**src/rtl/mul_div_unit.sv**
```systemverilog
// Iterative 32-bit multiply/divide unit with HI/LO registers.
// One radix-2 step per cycle over 32 cycles; sign fix-up applied on the final step.
module mul_div_unit (
  input  logic        clk,
  input  logic        rst_n,
  input  logic        start,
  input  logic [1:0]  op,
  input  logic [31:0] src_a,
  input  logic [31:0] src_b,
  input  logic        abort,
  input  logic        hi_we,
  input  logic        lo_we,
  input  logic [31:0] wdata,
  output logic        busy,
  output logic        done,
  output logic [31:0] hi,
  output logic [31:0] lo
);

  typedef enum logic [1:0] {IDLE, CALC, DONE} state_t;

  state_t      state_q, state_d;
  logic [4:0]  cnt_q;
  logic        is_div_q, neg_res_q, neg_rem_q;
  logic [31:0] m_q, acc_hi_q, acc_lo_q, hi_q, lo_q;

  logic        sgn, a_neg, b_neg, last;
  logic [31:0] a_mag, b_mag;
  logic [32:0] sum;
  logic [33:0] diff;
  logic [31:0] step_hi, step_lo;
  logic [63:0] prod, prod_s;
  logic [31:0] quot_s, rem_s;

  assign sgn   = ~op[0];
  assign a_neg = sgn & src_a[31];
  assign b_neg = sgn & src_b[31];
  assign a_mag = a_neg ? (~src_a + 32'd1) : src_a;
  assign b_mag = b_neg ? (~src_b + 32'd1) : src_b;
  assign last  = (state_q == CALC) && (cnt_q == 5'd31);

  // Multiply: {acc_hi,acc_lo} shift right with add. Divide: acc_hi = partial remainder, acc_lo = dividend/quotient.
  always_comb begin
    sum  = {1'b0, acc_hi_q} + (acc_lo_q[0] ? {1'b0, m_q} : 33'd0);
    diff = {1'b0, acc_hi_q, acc_lo_q[31]} - {2'b00, m_q};
    if (is_div_q) begin
      if (!diff[33]) begin
        step_hi = diff[31:0];
        step_lo = {acc_lo_q[30:0], 1'b1};
      end else begin
        step_hi = {acc_hi_q[30:0], acc_lo_q[31]};
        step_lo = {acc_lo_q[30:0], 1'b0};
      end
    end else begin
      step_hi = sum[32:1];
      step_lo = {sum[0], acc_lo_q[31:1]};
    end
  end

  assign prod   = {step_hi, step_lo};
  assign prod_s = neg_res_q ? (~prod + 64'd1) : prod;
  assign quot_s = neg_res_q ? (~step_lo + 32'd1) : step_lo;
  assign rem_s  = neg_rem_q ? (~step_hi + 32'd1) : step_hi;

  always_ff @(posedge clk or negedge rst_n) begin
    if (!rst_n) state_q <= IDLE;
    else        state_q <= state_d;
  end

  always_comb begin
    state_d = state_q;
    case (state_q)
      IDLE:    if (start) state_d = CALC;
      CALC:    if (abort) state_d = IDLE;
               else if (cnt_q == 5'd31) state_d = DONE;
      DONE:    state_d = IDLE;
      default: state_d = IDLE;
    endcase
  end

  // Divide by zero needs no special case: restoring division yields an all-ones
  // quotient and remainder = |dividend|; quotient negation is suppressed and the
  // remainder sign restores the original dividend.
  always_ff @(posedge clk or negedge rst_n) begin
    if (!rst_n) begin
      cnt_q     <= 5'd0;
      is_div_q  <= 1'b0;
      neg_res_q <= 1'b0;
      neg_rem_q <= 1'b0;
      m_q       <= 32'd0;
      acc_hi_q  <= 32'd0;
      acc_lo_q  <= 32'd0;
    end else if (state_q == IDLE && start) begin
      cnt_q     <= 5'd0;
      is_div_q  <= op[1];
      neg_res_q <= (a_neg ^ b_neg) & (~op[1] | (|src_b));
      neg_rem_q <= a_neg;
      m_q       <= op[1] ? b_mag : a_mag;
      acc_hi_q  <= 32'd0;
      acc_lo_q  <= op[1] ? a_mag : b_mag;
    end else if (state_q == CALC) begin
      cnt_q    <= cnt_q + 5'd1;
      acc_hi_q <= step_hi;
      acc_lo_q <= step_lo;
    end
  end

  always_ff @(posedge clk or negedge rst_n) begin
    if (!rst_n) begin
      hi_q <= 32'd0;
      lo_q <= 32'd0;
    end else if (state_q == IDLE) begin
      if (hi_we) hi_q <= wdata;
      if (lo_we) lo_q <= wdata;
    end else if (last && !abort) begin
      hi_q <= is_div_q ? rem_s  : prod_s[63:32];
      lo_q <= is_div_q ? quot_s : prod_s[31:0];
    end
  end

  assign busy = (state_q != IDLE);
  assign done = (state_q == DONE);
  assign hi   = hi_q;
  assign lo   = lo_q;

endmodule

```
**config.mk**
```make
export PLATFORM = sky130hd
export DESIGN_NAME = mul_div_unit
export DESIGN_NICKNAME = d
export VERILOG_FILES = /design/src/rtl/mul_div_unit.sv
export SDC_FILE = /design/constraint.sdc
export NUM_CORES = 1
export LEC_CHECK = 0
export BUFFER_PORTS_ARGS = -buffer_cell sky130_fd_sc_hd__buf_4
export CAP_MARGIN = 10
export CORE_ASPECT_RATIO = 0.9
export CORE_MARGIN = 2
export CORE_UTILIZATION = 45
export DETAILED_ROUTE_END_ITERATION = 8
export GPL_ROUTABILITY_DRIVEN = 0
export GPL_TIMING_DRIVEN = 0
export PLACE_DENSITY = 0.66
export SETUP_SLACK_MARGIN = 0.15
export SYNTH_ARGS = -nofsm -noshare
export SYNTH_HDL_FRONTEND = slang
export SYNTH_SLANG_ARGS = --single-unit
```
**constraint.sdc**
```tcl
create_clock -name clk -period 4.99 [get_ports clk]
set_clock_uncertainty 0.05 [all_clocks]
set_input_delay 0.7485 -clock clk [delete_from_list [all_inputs] [get_ports clk]]
set_output_delay 0.7485 -clock clk [all_outputs]
set_load 0.03 [all_outputs]
```
Word-level counts from Yosys, hierarchy flattened:

Cells that the tools add are included.

* bitwise logic cells: 12
* reduce and logical (&&, ||, !) cells: 12
* muxes and demuxes: 30
* add/subtract/negate cells: 8
* equal/unequal tests: 7

Operators with widths (count)
* $mux W32: 22
* $add A32 B1 Y32 const B: 4
* $not A32 Y32: 4
* $add A64 B1 Y64 const B: 1
* $mux W64: 1
* $not A64 Y64: 1
* $sub A33 B32 Y34: 1
* $add A32 B32 Y33: 1
* $reduce_or A32 Y1: 1
* $mux W5: 2
* $mux W2: 3
* $ne A2 B2 Y1 const B: 3
* $reduce_and A2 Y1: 3
* $reduce_bool A2 Y1: 3
* $add A5 B1 Y5 const B: 1
* $eq A5 B5 Y1 const B: 1
* $pmux W2 S2: 1
* $and A1 B1 Y1: 3
* $logic_and A1 B1 Y1: 3
* $ne A3 B3 Y1 const B: 1
* $eq A2 B1 Y1 const B: 1
* $eq A2 B2 Y1 const B: 1
* $logic_not A2 Y1: 1
* $not A1 Y1: 2
* other kinds (4): 4

* logic and storage cells: 79
* output and inout bits: 66
* input bits: 104
* flip-flop bits (word level): 170

Logic depth before layout (Yosys ltp):

Gate-level depths: netlist of the first run.

* depth in word-level cells: 9
* mapped depth: 25
* gate-level depth less buffers: 22

Worst setup path before layout of the first run:

Ideal clock, no wire load.

* kind: register to register
* start: register is_div_q
* end: register hi_q[8], in the netlist hi[8]
* library setup time: 0.083 ns
* clock period less this slack: 4.923 ns
* path buffers: 8
* data required time: 4.857 ns
* data arrival time: 4.791 ns
* stages on the path, launching flop included: 23
* slack: 0.067 ns
* cell sequence: dfrtp_1 buf_2 buf_2 buf_1 clkbuf_1 clkbuf_1 buf_2 clkbuf_1 mux2i_1 ha_1 o2111ai_1 nor2_1 nand2_1 nor2_1 nand3_1 or3_1 clkbuf_1 nand2_1 nand3_1 o31ai_1 xnor2_1 mux2i_1 o21ai_0

* cells in the longest elaborated chain, start to end: 7
* elaborated cells on any way between the ends: 11
* classes of those cells: add/sub (2); mux (7); bitwise (2)

RTL lines
* start, declared: RTL line 24 `logic is_div_q, neg_res_q, neg_rem_q;`
* start signal, assigned: RTL line 95 `is_div_q <= op[1];`
* $mux W32: RTL line 46 `if (is_div_q) begin`
* $not A64 Y64 / $not A32 Y32 (equally long branches): RTL line 61, 63
* $add A64 B1 Y64 / $add A32 B1 Y32 (equally long branches): RTL line 61, 63
* $mux W64 / $mux W32 (equally long branches): RTL line 61, 63
* $mux W32 (*): RTL line 116 `hi_q <= is_div_q ? rem_s : prod_s[63:32];`
* $mux W32 (*): RTL line 115 `end else if (last && !abort) begin`
* $mux W32 (*): RTL line 112 `end else if (state_q == IDLE) begin`
* end signal, assigned: RTL line 113 `if (hi_we) hi_q <= wdata;`
* end signal, assigned: RTL line 116
* end, declared: RTL line 25 `logic [31:0] m_q, acc_hi_q, acc_lo_q, hi_q, lo_q;`

Mark *: on every way between the ends. The rest lies on a longest branch, timed or not. The select of a mux whose other input is x is not followed.
A chain may end at the register's enable or synchronous reset.

Worst setup path in the final report of the first run:

* start: register is_div_q
* end: register hi_q[24], in the netlist hi[24]

The elaborated chain is that of the path after synthesis.

==> results of run 1 <==
[repair_timing]
item,4_1_cts,5_1_grt
setup endpoints to repair,67,28
pin swaps,13,20
gates resized for setup,77,62
buffers inserted,11,21
[sequential cells by signal, summed over array words and instances, names as in the netlist]
name	cells
lo	32
cnt_q	5
neg_rem_q	1
hi	32
is_div_q	1
acc_hi_q	32
neg_res_q	1
m_q	32
state_q	2
acc_lo_q	32
[report_power, final]
| group | internal [mW] | switching, mW |
|---|---|---|
| clock network | 0.755 | 0.632 |
| registers | 1.84 | 0.518 |
| logic | 2.86 | 5.09 |
| total | 5.45 | 6.24 |
[worst register-to-register path, delay by kind of cell, from the launching register on]
kind	cells	cell delay (ps)
AO/OA/AOI/OAI	2	320
AND/OR/NAND/NOR	3	1110
XOR/XNOR	1	280
buffers and inverters	6	2670
flip-flops	1	350
[cell type report]
cell class              instances  area [um^2]  share of cell area [%]
repair buffers                202         1544                   8.245
flip-flops and latches        170         4264                   22.77
plain buffers                 116        531.8                   2.840
well taps                     462        578.1                   3.087
inverters                      64        240.2                   1.283
multi-input cells            1716        10980                   58.65
clock inverters                13        142.6                  0.7617
clock buffers                  19        442.9                   2.365
[layer usage]
layer	track usage (%)	up-vias	wire length, um
met5	0	-	26
met4	16.80	4	3456
met3	8.349	226	7180
met2	50.72	1031	26470
met1	47.20	8277	25950
li1	-	7901	-
[logic make-up (layout without fill, tap and decap cells)]
logic type	count (synthesis)	in the layout	share of synthesized area, %
flip-flops	170	170	27.50
AND/OR/NAND/NOR	754	754	22.95
multiplexers	48	48	3.122
adder cells (fa/ha/maj)	72	72	5.920
buffers and inverters	180	414	4.489
AO/OA/AOI/OAI	687	687	27.25
XOR/XNOR	155	155	8.775
[cells in the mapped netlist (all sizes together), types with 5 or more instances]
| cell | number | area (um^2) |
|---|---|---|
| or2 | 8 | 50.05 |
| a31o | 5 | 43.79 |
| nor3 | 42 | 226.5 |
| o31ai | 21 | 167.7 |
| inv | 62 | 232.7 |
| and3 | 22 | 137.6 |
| o221ai | 5 | 43.79 |
| nand2 | 279 | 1050 |
| a21oi | 185 | 925.9 |
| nor2 | 184 | 695.7 |
| a21o | 28 | 210.2 |
| o21ai | 225 | 1126 |
| or4 | 10 | 75.07 |
| buf | 25 | 112.6 |
| nor3b | 10 | 75.07 |
| o41ai | 12 | 127.6 |
| o2111ai | 7 | 61.31 |
| and2 | 43 | 269.0 |
| ha | 70 | 875.8 |
| nand2b | 13 | 81.33 |
| a211oi | 11 | 82.58 |
| nand4 | 20 | 131.4 |
| a21boi | 10 | 75.07 |
| or3 | 20 | 125.1 |
| nor2b | 13 | 81.33 |
| o22ai | 8 | 50.05 |
| dfrtp | 170 | 4254 |
| mux2i | 46 | 460.4 |
| and4 | 7 | 61.31 |
| a31oi | 46 | 287.8 |
| nand3 | 59 | 295.3 |
| o21bai | 6 | 45.04 |
| nor4 | 13 | 96.34 |
| clkbuf | 91 | 341.6 |
| xor2 | 71 | 621.9 |
| xnor2 | 84 | 735.7 |
| o21a | 14 | 105.1 |
| o211ai | 60 | 450.4 |
[path summary, 6_finish.rpt]
path	start	to	slack, ps	depth (start not counted)
max in group asynchronous	rst_n	m_q[12]$_DFFE_PN0P_	3750	2
setup reg to reg	is_div_q$_DFFE_PN0P_	hi[24]$_DFFE_PN0P_	130	12
hold reg to reg	lo[0]$_DFFE_PN0P_	lo[0]$_DFFE_PN0P_	450	1
hold / removal	rst_n	m_q[22]$_DFFE_PN0P_	190	1
min in group clk	lo[0]$_DFFE_PN0P_	lo[0]$_DFFE_PN0P_	450	1
setup / recovery	is_div_q$_DFFE_PN0P_	hi[24]$_DFFE_PN0P_	130	12
[through the flow]
| step | setup TNS [ps] | setup WS [ps] | hold slack, ps | power [mW] |
|---|---|---|---|---|
| global placement | -41190 | -1901 | 416.0 | 9.278 |
| CTS | 0 | 107.5 | 251.7 | 11.09 |
| global route | 0 | 43.03 | 278.0 | 12.32 |
| floorplan | 0 | 193.2 | 399.4 | 7.020 |
| detailed placement | -43700 | -1939 | 440.6 | 9.381 |
| finish | 0 | 126.4 | 194.0 | 11.70 |
==> results.cfg, run 1 <==
[routing]
vias = 17440
drc = 0
antenna_left = 0
wirelength_um = 63090
viasPerCell = 6.314
drtIter0Drc = 1967
wl_per_cell_um = 22.84
drt_pass1_iterations = 6

[clock_network]
clk_latency_ps = 450
h-tree-depth = 4
tritoncts = done
cts_root_buf = clkbuf_16
clock_path_buffers = 2
clkTransAtPathRegs_ps = 80
hold_buffers = 0
clock_sinks = 170
cts_buffers = 17

[critical_path]
path_class = reg -> reg
critPathLaunchType = flop
worst_path_most_repeated_cell = clkbuf_1
cp_data_arrival_time_ps = 5170
path_cells = clkbuf_4, buf_6, buf_1, clkbuf_1, clkbuf_1, nor2b_1, nor2_1, clkbuf_1, a41oi_1, xnor2_1, nand2_1, a31oi_1
cp.required_ps = 5300
cp_top_family = buffers and inverters
worstSetupEndpointType = flop
cp_slowest_cell = clkbuf_1
path_max_fanout = 10
slowest_delay_ps = 820
path_buf_inv = 6

[global_route]
antenna_found_initial = 3
first_global_vias = 16310
grt_max_degree = 87
grt_util_all_layers_pct = 34.49
overflow = 0
grt_pass1_wl_um = 94580

[cells_and_area]
diodes = 0
final_area_um2 = 18730
final_cell_mix = 276 x nand2_1, 213 x o21ai_0, 203 x buf_4, 180 x nor2_1, 174 x a21oi_1
final_util_pct = 55.16
areaGrowthSynthToFinish_pct = 21.04
nets = 2463
fillers = 3298
final_common_cell = nand2_1
fin_cells = 2762
drive_gt1_share_pct = 15.43

[logic_synthesis]
ys_ff_latch = 170
syn_nets = 2242
synth_edf_count = 0
synth_cell_type_count = 82
ys_warn_count = 0
syn_area_um2 = 15470
synthFlopType = dfrtp_1
syn_avg_cell_area_um2 = 7.488
seq_area_frac_synth_pct = 27.50
synth_cells = 2066
async_flop_share_pct = 100.0

[placement]
dp_hpwl_um = 50370
port_buffers = 169
placed_cells = 2698
place_area_um2 = 17350

[timing]
slew_violations = 0
min_period_over_period_pct = 97.47
maxSlewHeadroom_pct = 31.12
rsz0062_at_grt = yes
finalCriticalPeriod_ps = 4864
hold_viol = 0
finalSetupViolCount = 0
fmax_mhz = 205.6
worstMarginPinSlew_ps = 1033

[power]
ir_drop_uv = 254.4
p_leak_nw = 7.984
powerDensity_nw_per_um2 = 624.6

[floorplanning]
io_pins = 170
die_area_um2 = 35880
die_x_um = 199.5
coreArea_um2 = 33950
start_util_pct = 45.57
num_rows = 64
die_h_um = 179.9

[run]
maxCapViolCount = 0

[status]
status = finished, final reports clean

[worst_hold_path]
hold_path.class = in -> async
No activity file was read; power rests on OpenSTA's default activity.
==> run 2: changes to the inputs <==
CELL_PAD_IN_SITES_DETAIL_PLACEMENT = 0   (was not set)
CELL_PAD_IN_SITES_GLOBAL_PLACEMENT = 1   (was not set)
CORE_UTILIZATION = 40   (was 45)
PLACE_DENSITY = not set   (was 0.66)
PLACE_DENSITY_LB_ADDON = 0.1   (was not set)
SKIP_CTS_REPAIR_TIMING = 1   (was not set)
==> results.cfg, run 2 (synthesis gave the netlist of run 1 again) <==
[timing]
min_period_over_period_pct = 98.07
finalCriticalPeriod_ps = 4894
worstMarginPinSlew_ps = 992.2
hold_viol = 0
slew_violations = 0
fmax_mhz = 204.3
finalSetupTns_ps = 0
rsz0062_at_grt = yes
setup_ws_ps = 96.28
hold_ws_ps = 179.6
maxSlewHeadroom_pct = 33.85
finalSetupViolCount = 0

[routing]
wirelength_um = 67600
drtIter0Drc = 1870
wl_per_cell_um = 24.08
vias = 17170
drt_pass1_iterations = 6
drc = 0
viasPerCell = 6.118
antenna_left = 0

[critical_path]
cp_data_arrival_time_ps = 5180
path_class = reg -> reg
worstSetupStartpoint = m_q[26]$_DFFE_PN0P_
r2r_start = m_q[26]$_DFFE_PN0P_
critPathLaunchType = flop
cp_slowest_cell = dfrtp_2
path_cells = inv_1, ha_4, a21oi_1, o21ai_0, a41oi_2, buf_4, o41a_1, clkbuf_2, nand2_4, buf_4, o211ai_1, a22oi_2, nand4_1, buf_4, nor3_2, and3_1, a31oi_1, xor2_1, o21ai_1
path_buf_inv = 5
cp.required_ps = 5280
path_max_fanout = 10
cp_top_family = compound AO/OA/AOI/OAI gates
worst_path_most_repeated_cell = buf_4
worstSetupEndpointType = flop
slowest_delay_ps = 490

[floorplanning]
die_h_um = 190.6
coreArea_um2 = 38290
num_rows = 68
die_area_um2 = 40270
io_pins = 170
die_x_um = 211.3
start_util_pct = 40.41

[global_route]
use_met1_pct = 47.86
first_global_vias = 15740
overflow = 0
antenna_found_initial = 3
grt_max_degree = 94
busiest_layer = met2
global_route.usage.met3_pct = 6.621
grt_pass1_wl_um = 99360
gr-usage-met2_pct = 48.47
grt_util_all_layers_pct = 33.09

[placement]
port_buffers = 169
dp_hpwl_um = 54670
preCtsSetupSlack_ps = -2072

[clock_network]
tritoncts = done
clk_latency_ps = 470
clock_path_buffers = 2
clock_sinks = 170
clkTransAtPathRegs_ps = 70
cts_root_buf = clkbuf_16
cts_buffers = 17
h-tree-depth = 4

[power]
p_total_mw = 12.14
powerDensity_nw_per_um2 = 639.3
ir_drop_uv = 225.9
p_leak_nw = 8.088

[run]
maxCapViolCount = 0

[cells_and_area]
fillers = 3828
final_common_cell = nand2_1
diodes = 0
final_util_pct = 49.60
final_cell_mix = 276 x nand2_1, 221 x buf_4, 210 x o21ai_0, 180 x nor2_1, 175 x a21oi_1
drive_gt1_share_pct = 16.70
nets = 2480
areaGrowthSynthToFinish_pct = 22.75

[status]
status = finished, final reports clean

[worst_hold_path]
hold_path.class = in -> async
[run 2: worst reg2reg max path, delay by kind of cell (launching register included)]
kind | cells | cell delay, ps
flip-flops | 1 | 490
AND/OR/NAND/NOR | 4 | 1000
AO/OA/AOI/OAI | 8 | 1620
XOR/XNOR | 1 | 240
buffers and inverters | 5 | 1030
adder cells (fa/ha/maj) | 1 | 320
[run 2: power by group]
group / switching (mW) / internal (mW) / leakage [nW]
Combinational: 5.36 / 3.00 / 5.76
Sequential: 0.530 / 1.84 / 2.05
Clock: 0.645 / 0.762 / 0.280
[run 2: worst paths after layout]
kind | endpoint | slack, ps | depth (start not counted)
setup reg to reg | hi[31]$_DFFE_PN0P_ | 100 | 19
min in group clk | cnt_q[3]$_DFFE_PN0P_ | 430 | 1
hold / removal | m_q[23]$_DFFE_PN0P_ | 180 | 1
hold reg to reg | cnt_q[3]$_DFFE_PN0P_ | 430 | 1
max in group asynchronous | m_q[16]$_DFFE_PN0P_ | 3710 | 2
setup / recovery | hi[31]$_DFFE_PN0P_ | 100 | 19
[run 2: stage by stage]
| stage | cell area, um^2 | instances |
|---|---|---|
| floorplan | 15470 | 2066 |
| global placement | 17350 | 2725 |
| detailed placement | 17390 | 2726 |
| CTS | 17990 | 2758 |
| global route | 18990 | 2807 |
| finish | 18990 | 2807 |
[run 2: layout make-up]
type | instances | area (um^2) | share of cell area [%]
timing repair buffer | 220 | 1677 | 8.829
clock inverter | 13 | 153.9 | 0.8104
tap | 490 | 613.1 | 3.228
multi-input combinational | 1716 | 11060 | 58.24
sequential | 170 | 4265 | 22.46
buffer | 115 | 536.8 | 2.826
clock buffer | 19 | 442.9 | 2.332
inverter | 64 | 242.7 | 1.278
[run 2: per-layer routing]
metal | vias to the layer above | wire (um)
met3 | 118 | 6244
met2 | 866 | 27980
met4 | 2 | 2727
li1 | 7947 | -
met1 | 8241 | 30630
met5 | - | 13
